## src/rtl/axis_pkt_gen_pkg.sv

```systemverilog
// Shared types for the AXI-Stream packet generator: FSM states and payload modes.
package axis_pkt_gen_pkg;

  typedef enum logic [1:0] {
    IDLE = 2'd0,
    SEND = 2'd1,
    GAP  = 2'd2
  } state_e;

  localparam logic MODE_INCR = 1'b0;
  localparam logic MODE_TAG  = 1'b1;

endpackage

```

## src/rtl/axis_pkt_gen.sv

```systemverilog
// AXI-Stream traffic generator: fixed-length packets with tlast, counter or tagged payload.
// First beat one cycle after start; all AXIS outputs registered and held while tready is low.
module axis_pkt_gen #(
  parameter int WIDTH     = 32,
  parameter int LEN_WIDTH = 16,
  parameter int GAP_WIDTH = 8
) (
  input  logic                 clk,
  input  logic                 rstn,
  input  logic                 start,
  input  logic                 stop,
  input  logic [LEN_WIDTH-1:0] cfg_len,
  input  logic [15:0]          cfg_num_pkts,
  input  logic [GAP_WIDTH-1:0] cfg_gap,
  input  logic                 cfg_mode,
  output logic [WIDTH-1:0]     m_axis_tdata,
  output logic                 m_axis_tvalid,
  output logic                 m_axis_tlast,
  input  logic                 m_axis_tready,
  output logic                 busy,
  output logic                 done,
  output logic [15:0]          pkt_cnt
);
  import axis_pkt_gen_pkg::*;

  localparam int HALF = WIDTH / 2;

  state_e               state_q, state_d;
  logic [LEN_WIDTH-1:0] len_q, len_d;
  logic [15:0]          num_q, num_d;
  logic [GAP_WIDTH-1:0] gap_cfg_q, gap_cfg_d;
  logic                 mode_q, mode_d;
  logic [LEN_WIDTH-1:0] beat_q, beat_d;
  logic [WIDTH-1:0]     word_q, word_d;
  logic [15:0]          pkt_q, pkt_d;
  logic [GAP_WIDTH-1:0] gap_cnt_q, gap_cnt_d;
  logic                 stop_pend_q, stop_pend_d;
  logic                 tvalid_q, tvalid_d;
  logic                 tlast_q, tlast_d;
  logic [WIDTH-1:0]     tdata_q, tdata_d;
  logic                 done_q, done_d;
  logic                 hs;
  logic                 last_beat;

  assign hs        = tvalid_q && m_axis_tready;
  assign last_beat = (beat_q == len_q - LEN_WIDTH'(1));

  always_comb begin
    state_d     = state_q;
    len_d       = len_q;
    num_d       = num_q;
    gap_cfg_d   = gap_cfg_q;
    mode_d      = mode_q;
    beat_d      = beat_q;
    word_d      = word_q;
    pkt_d       = pkt_q;
    gap_cnt_d   = gap_cnt_q;
    stop_pend_d = stop_pend_q;
    done_d      = 1'b0;

    case (state_q)
      IDLE: begin
        if (start && cfg_len != '0) begin
          len_d       = cfg_len;
          num_d       = cfg_num_pkts;
          gap_cfg_d   = cfg_gap;
          mode_d      = cfg_mode;
          beat_d      = '0;
          word_d      = '0;
          pkt_d       = '0;
          stop_pend_d = 1'b0;
          state_d     = SEND;
        end
      end
      SEND: begin
        if (stop) stop_pend_d = 1'b1;
        if (hs) begin
          word_d = word_q + WIDTH'(1);
          if (last_beat) begin
            pkt_d  = pkt_q + 16'd1;
            beat_d = '0;
            // A stop seen on the last handshake itself also ends the run here.
            if (stop_pend_q || stop || (num_q != '0 && pkt_d == num_q)) begin
              state_d = IDLE;
              done_d  = 1'b1;
            end else if (gap_cfg_q != '0) begin
              state_d   = GAP;
              gap_cnt_d = gap_cfg_q;
            end
          end else begin
            beat_d = beat_q + LEN_WIDTH'(1);
          end
        end
      end
      GAP: begin
        if (stop) begin
          state_d = IDLE;
          done_d  = 1'b1;
        end else if (gap_cnt_q == GAP_WIDTH'(1)) begin
          state_d = SEND;
        end else begin
          gap_cnt_d = gap_cnt_q - GAP_WIDTH'(1);
        end
      end
      default: state_d = IDLE;
    endcase

    // Outputs are precomputed from next-state values so they can be registered.
    tvalid_d = (state_d == SEND);
    tlast_d  = tvalid_d && (beat_d == len_d - LEN_WIDTH'(1));
    tdata_d  = tdata_q;
    if (tvalid_d) begin
      if (mode_d == MODE_TAG) tdata_d = {HALF'(pkt_d), HALF'(beat_d)};
      else                    tdata_d = word_d;
    end
  end

  always_ff @(posedge clk or negedge rstn) begin
    if (!rstn) begin
      state_q     <= IDLE;
      len_q       <= '0;
      num_q       <= '0;
      gap_cfg_q   <= '0;
      mode_q      <= MODE_INCR;
      beat_q      <= '0;
      word_q      <= '0;
      pkt_q       <= '0;
      gap_cnt_q   <= '0;
      stop_pend_q <= 1'b0;
      tvalid_q    <= 1'b0;
      tlast_q     <= 1'b0;
      tdata_q     <= '0;
      done_q      <= 1'b0;
    end else begin
      state_q     <= state_d;
      len_q       <= len_d;
      num_q       <= num_d;
      gap_cfg_q   <= gap_cfg_d;
      mode_q      <= mode_d;
      beat_q      <= beat_d;
      word_q      <= word_d;
      pkt_q       <= pkt_d;
      gap_cnt_q   <= gap_cnt_d;
      stop_pend_q <= stop_pend_d;
      tvalid_q    <= tvalid_d;
      tlast_q     <= tlast_d;
      tdata_q     <= tdata_d;
      done_q      <= done_d;
    end
  end

  assign m_axis_tdata  = tdata_q;
  assign m_axis_tvalid = tvalid_q;
  assign m_axis_tlast  = tlast_q;
  assign busy          = (state_q != IDLE);
  assign done          = done_q;
  assign pkt_cnt       = pkt_q;

endmodule

```

## config.mk

```make
export PLATFORM = sky130hd
export DESIGN_NAME = axis_pkt_gen
export DESIGN_NICKNAME = d
export VERILOG_FILES = /design/src/rtl/axis_pkt_gen_pkg.sv /design/src/rtl/axis_pkt_gen.sv
export SDC_FILE = /design/constraint.sdc
export NUM_CORES = 1
export LEC_CHECK = 0
export CAP_MARGIN = 15
export CORE_UTILIZATION = 45
export CTS_CLUSTER_SIZE = 16
export DETAILED_ROUTE_END_ITERATION = 10
export GPL_TIMING_DRIVEN = 1
export PLACE_DENSITY_LB_ADDON = 0.15
export SETUP_SLACK_MARGIN = 0.02
export SYNTH_ARGS = -nofsm -noshare
export SYNTH_HDL_FRONTEND = slang
export SYNTH_SLANG_ARGS = --single-unit
```

## constraint.sdc

```tcl
create_clock -name clk -period 5.9 [get_ports clk]
set_input_delay 1.18 -clock clk [delete_from_list [all_inputs] [get_ports clk]]
set_output_delay 1.18 -clock clk [all_outputs]
set_load 0.03 [all_outputs]
```

Word level (Yosys, flattened, before mapping)
Cells that the tools add are included.
{ "totals": {"out_inout_bits": 52, "latch_bits": 0, "input_bits": 46, "regBits": 151, "word_cells": 90, "mem_count": 0, "ramBits": 0, "mem_bits_ro": 0} }
{ "classes": {"shifts": 0, "n_mux": 39, "n_lt_le_gt_ge": 0, "reduce_logical": 16, "div_mod_pow": 0, "n_addsub": 6, "eq_ne": 15, "bitwise_logic": 0, "multipliers": 0} }
{ "op_table": {"columns": ["cell", "n"], "rows": [
  ["two-way mux 16 bit", 8],
  ["two-way mux 32 bit", 3],
  ["one-hot mux 16 bit (2 select lines)", 2],
  ["one-hot mux 32 bit (2 select lines)", 1],
  ["equality test 16 bit", 3],
  ["two-way mux 8 bit", 6],
  ["adder 16 x 1 -> 16 bit (second input constant)", 2],
  ["adder 32 x 1 -> 32 bit (second input constant)", 1],
  ["nonzero test 16 bit", 2],
  ["subtractor 16 x 1 -> 16 bit (second input constant)", 2],
  ["!= test 2 bit (second input constant)", 8],
  ["one-hot mux 8 bit (2 select lines)", 1],
  ["two-way mux 2 bit", 7],
  ["equality test 8 x 1 -> 1 bit (second input constant)", 1],
  ["two-way mux 1 bit", 8],
  ["nonzero test 8 bit", 1],
  ["subtractor 8 x 1 -> 8 bit (second input constant)", 1],
  ["AND reduction 7 bit", 1],
  ["one-hot mux 2 bit (3 select lines)", 1],
  ["nonzero test 2 bit", 3],
  ["equality test 2 x 1 -> 1 bit (second input constant)", 2],
  ["logical AND 1 bit", 4],
  ["one-hot mux 1 bit (2 select lines)", 2],
  ["AND reduction 3 bit", 1],
  ["other kinds (4)", 5]
]} }

Logic depth before layout (Yosys ltp)
{ "logic_depth": {"word_depth": 10, "mapped_depth": 21, "mapped_depth_nobuf": 16} }

Least setup slack after synthesis
OpenSTA, ideal clock, no wires.
{ "synth_path": {"path_type": "input to register", "startpoint": "input port start", "endpoint": "register tlast_q, in the netlist m_axis_tlast", "setup_ns": 0.096, "arrival_ns": 4.785, "slack_ns": 1.019, "path_buffers": 5, "stages": 19, "required_ns": 5.804, "cell_sequence": "and2_1 -> clkbuf_1 -> o21a_1 -> clkbuf_1 -> buf_1 -> clkbuf_1 -> nor2_1 -> a21oi_1 -> ha_1 -> clkbuf_1 -> nand3_1 -> xor2_1 -> mux2i_1 -> o32ai_1 -> a31o_2 -> a211o_1 -> nor4_1 -> nand4_1 -> nor4_2"} }
{ "synth_via": {"elab_chain_len": 6} }
{ "synth_lines": {"columns": ["element", "line", "rtl"], "rows": [
  ["from (decl)", "axis_pkt_gen.sv:10", "input logic start,"],
  ["logical AND 1 bit (*)", "axis_pkt_gen.sv:63", "if (start && cfg_len != '0) begin"],
  ["two-way mux 16 bit", "axis_pkt_gen.sv:63", null],
  ["two-way mux 16 bit", "axis_pkt_gen.sv:61", "case (state_q)"],
  ["subtractor 16 x 1 -> 16 bit", "axis_pkt_gen.sv:110", "tlast_d = tvalid_d && (beat_d == len_d - LEN_WIDTH'(1));"],
  ["equality test 16 bit", "axis_pkt_gen.sv:110", null],
  ["logical AND 1 bit (*)", "axis_pkt_gen.sv:110", null],
  ["net tlast_d", "axis_pkt_gen.sv:39", "logic tlast_q, tlast_d;"],
  ["to (signal assigned)", "axis_pkt_gen.sv:146", "tlast_q <= tlast_d;"],
  ["to (decl)", "axis_pkt_gen.sv:39", null]
]} }
Mark *: on every way through the listed nets, which the timed path passes. The rest lies on a longest branch.
A chain may end at the register's enable or synchronous reset.

Final worst setup path
{ "layout_path": {"startpoint": "input port cfg_len[2]", "endpoint": "register tlast_q, in the netlist m_axis_tlast"} }
{ "layout_via": {"elab_chain_len": 7} }
{ "layout_lines": {"columns": ["element", "line", "rtl"], "rows": [
  ["from (decl)", "axis_pkt_gen.sv:12", "input logic [LEN_WIDTH-1:0] cfg_len,"],
  ["nonzero test 16 bit", "axis_pkt_gen.sv:63", null],
  ["logical AND 1 bit", "axis_pkt_gen.sv:63", null],
  ["two-way mux 16 bit", "axis_pkt_gen.sv:63", null],
  ["two-way mux 16 bit", "axis_pkt_gen.sv:61", null],
  ["subtractor 16 x 1 -> 16 bit", "axis_pkt_gen.sv:110", null],
  ["equality test 16 bit", "axis_pkt_gen.sv:110", null],
  ["logical AND 1 bit (*)", "axis_pkt_gen.sv:110", null],
  ["net tlast_d", "axis_pkt_gen.sv:39", null]
]} }
Marks and branches as above.

==> results.py <==
metrics = {
    "timing": {
        "period_minus_slack_ns": 4.893,
        "hold_viol_final": 0,
        "rsz0062_at_grt": "no",
        "max_slew_margin_pct": 23.25,
        "max_freq_mhz": 204.4,
        "slew_violations": 0,
        "worst_slew_pin_slew_ns": 1.149,
        "setup_violations": 0,
        "setup-tns-final_ns": 0,
        "period_share_pct": 82.94,
        "finClkSkew_ns": 0.01322,
    },
    "status": {
        "status": "finished, final reports clean",
    },
    "drt": {
        "avgViaCountPerCell": 5.711,
        "totalWireLength_mm": 26.98,
        "drc_errors": 0,
        "postRouteAntennaNets": 0,
        "drt-wirelength-per-cell_um": 18.28,
        "drtIter0Drc": 481,
        "vias": 8429,
        "drt-pass1-iter-count": 5,
    },
    "pwr": {
        "p_leak_nw": 4.797,
        "p_per_area_mw_per_mm2": 424.2,
        "irDropWorstVdd_uv": 216.6,
    },
    "clock_tree": {
        "clock-sinks": 151,
        "post_cts_resized": 0,
        "cts_buffers": 17,
        "cts_hold_buf": 0,
        "worstSkewPairLatency_ns": 0.44,
        "cts_max_path_buffers": 2,
        "clkTransAtPathRegs_ns": 0.07,
        "root_buffer": "clkbuf_16",
        "post_cts_buffers": 0,
        "htreeDepth": 4,
        "tritoncts": "yes",
    },
    "final_layout": {
        "fin_nets": 1245,
        "num_antenna_cells": 0,
        "final_cell_area_mm2": 0.01138,
        "final_layout_size_suffix_gt1_share_pct": 7.910,
        "fill_cells": 1934,
        "syn_to_final_growth_pct": 18.14,
    },
    "place": {
        "dp_hpwl_mm": 19.11,
        "numPortBuffers": 97,
        "place.gp.congestion": 0.8726,
        "placed_area_mm2": 0.01079,
    },
    "setup_path": {
        "critical_path_class": "in -> reg",
        "critPathCaptureType": "flop",
        "r2r-start": "len_q[0]$_DFF_PN0_",
        "worst_setup_path_start_kind": "primary input",
        "r2r_cells": 11,
        "crit_required_ns": 6.24,
        "crit_path_end": "m_axis_tlast$_DFF_PN0_",
        "crit_fanout": 10,
        "startpoint": "cfg_len[2]",
        "rr_endpoint": "m_axis_tlast$_DFF_PN0_",
        "timing.reg2reg.setup_slack_ns": 1.23,
        "arrival_ns": 5.23,
    },
    "synthesis": {
        "synth_top_cell_by_area": "dfrtp_1",
        "yosys-top-cells-area": "dfrtp_1, nand2_1, xnor2_1",
        "synth-edff-count": 0,
        "yosysTopAreaCellShare_pct": 39.22,
        "seq_area_frac_synth_pct": 39.22,
        "syn_inst": 1124,
        "synthArstFlopShare_pct": 100.0,
        "ys.flop_type": "dfrtp_1",
        "syn_area_per_cell_um2": 8.573,
        "synth_nets": 1181,
        "synth_cell_types": 78,
        "ys_ff_latch": 151,
        "yosys_warnings": 0,
        "netlist_area_mm2": 0.009635,
    },
    "global_routing": {
        "antenna_found_initial": 0,
        "grt_pass1_wl_mm": 43.90,
        "overflow": 0,
        "grt_start_max_net_pins": 56,
        "grt_usage_pct": 25.61,
        "grt_pass1_vias": 8113,
    },
    "floorplan": {
        "rows": 53,
        "die_width_um": 148.3,
        "dieHeight_um": 148.3,
        "dieArea_mm2": 0.02200,
        "initial_utilization_pct": 45.84,
        "core_mm2": 0.02102,
        "io_pins": 98,
    },
    "run": {
        "cap_violations": 0,
    },
    "min_path": {
        "hold_class": "reg -> reg",
        "hp-start": "m_axis_tdata[15]$_DFFE_PN0P_",
    },
}
## cell usage in the layout, fill, tap and decap left out, types with 8 or more instances in the layout
cell	instances
nand4_1	21
and3_1	22
nor3_1	24
nor4_1	21
nand3_1	45
mux2i_1	26
ha_1	11
a21oi_1	27
o211ai_1	8
inv_1	42
mux2_2	29
xor2_1	45
or3_1	8
nand2b_1	11
dfrtp_1	151
xnor2_1	66
a31oi_1	8
nand2_1	230
o21ai_1	11
clkdlybuf4s50_1	96
a22o_1	14
buf_4	11
nor2_1	49
clkbuf_16	17
o21ai_0	67
## worst min path at each step
stage                     cells after the start                            to
after floorplan                               2       stop_pend_q$_DFFE_PN0P_
after global placement                        2       stop_pend_q$_DFFE_PN0P_
after detailed placement                      1  m_axis_tdata[15]$_DFFE_PN0P_
after CTS                                     2       stop_pend_q$_DFFE_PN0P_
after global routing                          1  m_axis_tdata[15]$_DFFE_PN0P_
final                                         1  m_axis_tdata[15]$_DFFE_PN0P_
## metrics by stage
step / cells / total power [mW] / setup slack, ns / hold slack [ns] / util, %
after global routing: 1476 / 5.140 / 0.6950 / 0.5056 / 54.15
after global placement: 1443 / 3.722 / 0.6722 / 0.4591 / 51.32
after floorplan: 1124 / 3.127 / 1.019 / 0.4470 / -
final: 1476 / 4.829 / 1.007 / 0.4852 / 54.15
after CTS: 1475 / 4.838 / 1.070 / 0.4920 / 54.13
after detailed placement: 1443 / 3.722 / 0.6200 / 0.4782 / 51.32
## power breakdown
part | internal [mW] | leakage [nW] | switching (mW) | total (mW)
Sequential | 1.26 | 2.00 | 0.315 | 1.57
Combinational | 0.834 | 2.51 | 1.32 | 2.15
Clock | 0.599 | 0.286 | 0.504 | 1.10
## cell type report
cell class	instances	area [µm²]	area share [%]
multi-input combinational	866	5449	47.87
tap	275	344.1	3.023
inverter	43	161.4	1.418
clock buffer	17	425.4	3.737
clock inverter	15	165.2	1.451
sequential	151	3779	33.19
timing repair buffer	109	1060	9.310
## registers in the layout (all words and copies together), names as in the netlist
signal,cells
m_axis_tvalid,1
beat_q,16
mode_q,1
m_axis_tdata,32
gap_cnt_q,8
word_q,32
pkt_cnt,16
stop_pend_q,1
state_q,2
done,1
num_q,16
m_axis_tlast,1
gap_cfg_q,8
len_q,16
## kinds of logic (layout without fill, tap and decap cells)
family                     after synthesis  count (layout)  share of synthesized area (%)
AOI/OAI and AO/OA                      203             203                          13.84
xor gates and xnor gates               111             111                          10.09
adders and majority gates               11              11                          1.428
buffers and inverters                  107             184                          4.610
DFF                                    151             151                          39.22
muxes                                   62              62                          6.921
and+or+nand+nor                        479             479                          23.89
## per-layer routing
metal  track usage [%]  part of all wire [%]  vias up
met3             4.387                   4.5       50
li1                  -                     -     4072
met4             9.227                   2.8        0
met5                 0                     0        -
met1             34.16                    46     4077
met2             41.74                    47      230
## cell usage after synthesis (11+ instances only)
| cell | instances |
|---|---|
| mux2i_1 | 27 |
| mux2_2 | 29 |
| nor3_1 | 24 |
| ha_1 | 11 |
| nor2_1 | 49 |
| dfrtp_1 | 151 |
| inv_1 | 42 |
| nand2b_1 | 11 |
| o21ai_0 | 67 |
| a21oi_1 | 28 |
| and3_1 | 22 |
| clkbuf_1 | 46 |
| nand2_1 | 230 |
| nand3_1 | 45 |
| nand4_1 | 21 |
| xnor2_1 | 66 |
| o21ai_1 | 12 |
| xor2_1 | 45 |
| a22o_1 | 14 |
| nor4_1 | 21 |
## critical path, cell delays in order
cell	delay, ns
clkdlybuf4s50_1	0.50
nor3_1	0.52
nand2_1	0.29
o21a_2	0.29
a21oi_1	0.19
ha_1	0.42
nand3_1	0.14
xor2_1	0.16
mux2i_1	0.34
o32ai_1	0.15
a31o_2	0.23
a211o_1	0.22
nor4_1	0.18
nand4_1	0.17
nor4_2	0.25
Power figures use the tool's default switching activity.
==> RTL edit, RTL diff (config.mk and constraints unchanged) <==
Add an input register stage for `cfg_len`, `cfg_num_pkts`, `cfg_gap` and `cfg_mode`, without a reset; this delays them by one clock. The other inputs are not delayed to match.
--- a/src/rtl/axis_pkt_gen.sv
+++ b/src/rtl/axis_pkt_gen.sv
@@ -25,4 +25,16 @@
 
   localparam int HALF = WIDTH / 2;
+
+  logic [LEN_WIDTH-1:0] cfg_len_q;
+  logic [15:0] cfg_num_pkts_q;
+  logic [GAP_WIDTH-1:0] cfg_gap_q;
+  logic cfg_mode_q;
+
+  always_ff @(posedge clk) begin
+    cfg_len_q      <= cfg_len;
+    cfg_num_pkts_q <= cfg_num_pkts;
+    cfg_gap_q      <= cfg_gap;
+    cfg_mode_q     <= cfg_mode;
+  end
 
   state_e               state_q, state_d;
@@ -61,9 +73,9 @@
     case (state_q)
       IDLE: begin
-        if (start && cfg_len != '0) begin
-          len_d       = cfg_len;
-          num_d       = cfg_num_pkts;
-          gap_cfg_d   = cfg_gap;
-          mode_d      = cfg_mode;
+        if (start && cfg_len_q != '0) begin
+          len_d       = cfg_len_q;
+          num_d       = cfg_num_pkts_q;
+          gap_cfg_d   = cfg_gap_q;
+          mode_d      = cfg_mode_q;
           beat_d      = '0;
           word_d      = '0;
Check against the original RTL: not equivalent (Yosys sat finds a counterexample within 4 cycles, from zero or initial values and one cycle with rstn low).
==> RTL edit against the original RTL <==
  * Wire length shrank 2.4%
  * Sequential share of layout area rose by 5.1 points
  * Power is 0.42% higher
  * Sequential power rose by 15%
  * Die area is 6.8% higher
  * Non-clock buffer count fell by 3
  * Worst setup slack better by 0.32 ns
  * Register-to-register slack improved by 0.28 ns
  * Synthesized area rose by 6.9%
  * Clock skew increased by 0.0018 ns
  * Largest cell class unchanged
  * Largest power group unchanged
  * Count of clock-buffer cells in the layout rose by 1
  * Final area up 5.5%
  * Core utilization about the same
  * Sequential cell count up 41
==> RTL edit: results (changes against the original RTL) <==
Worst reg-to-reg path cell count = 13 (was 11)
Leak pwr = 0.00503 uW (was 0.00480 uW)
PostCTS Resize Cnt = 0 (unchanged)
Hold Path Depth = 2 (was 1)
R2R Setup Slk = 1.51 ns (was 1.23 ns)
CP arrival = 4.92 ns (was 5.23 ns)
VDD IR max = 0.000212 V (was 0.000217 V)
Crit path largest cell delay = 0.49 ns (was 0.52 ns)
Synth Area in XOR/XNOR = 9.99% (was 10.1%)
Netlist cell types = 79 (was 78)
Slowest stage cell, crit path = clkdlybuf4s50_1 (was nor3_1)
Dominant cells by area after synthesis = dfrtp_1 37%, nand2_1 8.6%, dfxtp_1 8.0% (was dfrtp_1 39%, nand2_1 9.0%, xnor2_1 6.0%)
Slew at the pin with the worst max-slew slack = 1.12 ns (was 1.15 ns)
Worst setup startpoint = start (was cfg_len[2])
First DRT Iteration DRCs = 633 (was 481)
Synth Area in Adders = 1.34% (was 1.43%)
Hold_sp = cfg_num_pkts_q[11] (was m_axis_tdata[15])
Router iterations before antenna repair = 6 (was 5)
Vias in the first global route = 7901 (was 8113)
GRT Total Usage = 23.4% (was 25.6%)
Sw Ratio = 42.1% (was 44.2%)
Post-layout nets = 1265 (was 1245)
Placed cell count = 1469 (was 1443)
Port Buf Inserts = 97 (unchanged)
Mux share of post-synthesis cell area = 4.82% (was 6.92%)
Compound-Gate Fraction of Synth Area = 13.8% (about the same)
DP Area = 11500 um^2 (was 10800 um^2)
Place WS = 0.936 ns (was 0.620 ns)
Initial antenna violation count = 1 (was 0)
Worst Hold End = num_q[11] (was m_axis_tdata[15])
First-pass GRT wire length = 43200 um (was 43900 um)
WL/cell = 17.5 um (was 18.3 um)
Internal power = 2810 uW (was 2690 uW)
Clock Skew = 0.0150 ns (was 0.0132 ns)
Fraction of layout cells with a size suffix above 1 = 6.80% (was 7.91%)
Flop pwr share = 37.3% (was 32.6%)
Post-CTS Setup Repair Bufs = 0 (unchanged)
Async SR Flop Fraction = 78.6% (was 100%)
Minimum clock period = 4.57 ns (was 4.89 ns)
Mapped Nets = 1204 (was 1181)
RD Place Congestion = 0.940 (was 0.873)
Cells after Synth = 1147 (was 1124)
Post-detail-place hpwl = 18800 um (was 19100 um)
Status = complete, no violations (unchanged)
Commonest cells in the netlist = 236 x nand2_1, 151 x dfrtp_1, 90 x o21ai_0, 72 x xnor2_1, 52 x nor2_1 (was 230 x nand2_1, 151 x dfrtp_1, 67 x o21ai_0, 66 x xnor2_1, 49 x nor2_1)
H-tree levels = 4 (unchanged)
Seq/Total Area, Yosys = 44.6% (was 39.2%)
Largest net degree at the start of global routing = 60 (was 56)
Fin area = 12000 um^2 (was 11400 um^2)
Fillers = 2067 (was 1934)
Hold slack = 0.413 ns (was 0.485 ns)
Via count = 8459 (was 8429)
Detailed Route WL = 26300 um (was 27000 um)
RTL edit: cell count changes after synthesis, sizes merged, moves of 7 or more:
cell and change:
o21ai +12, mux2 -21, dfxtp +41, inv -15, mux2i +7
RTL edit: logic make-up after synthesis:
logic type / Yosys count
AO/OA/AOI/OAI: 215
XOR/XNOR: 116
adder cells (fa/ha/maj): 11
buffers and inverters: 92
flip-flops: 192
multiplexers: 48
AND/OR/NAND/NOR: 473
RTL edit: routing by layer:
layer / global-route usage (%) / share of wire, %
met4: 7.98 / 1.6
met5: 0 / 0.046
met2: 34.8 / 44
met3: 3.94 / 5.2
met1: 34.3 / 49
RTL edit: layout make-up:
type,count,area share (%)
inverters,28,0.875
repair buffers,106,8.66
clock buffers,18,3.57
well taps,280,2.92
clock inverters,14,1.04
flip-flops and latches,192,38.3
multi-input cells,863,44.6
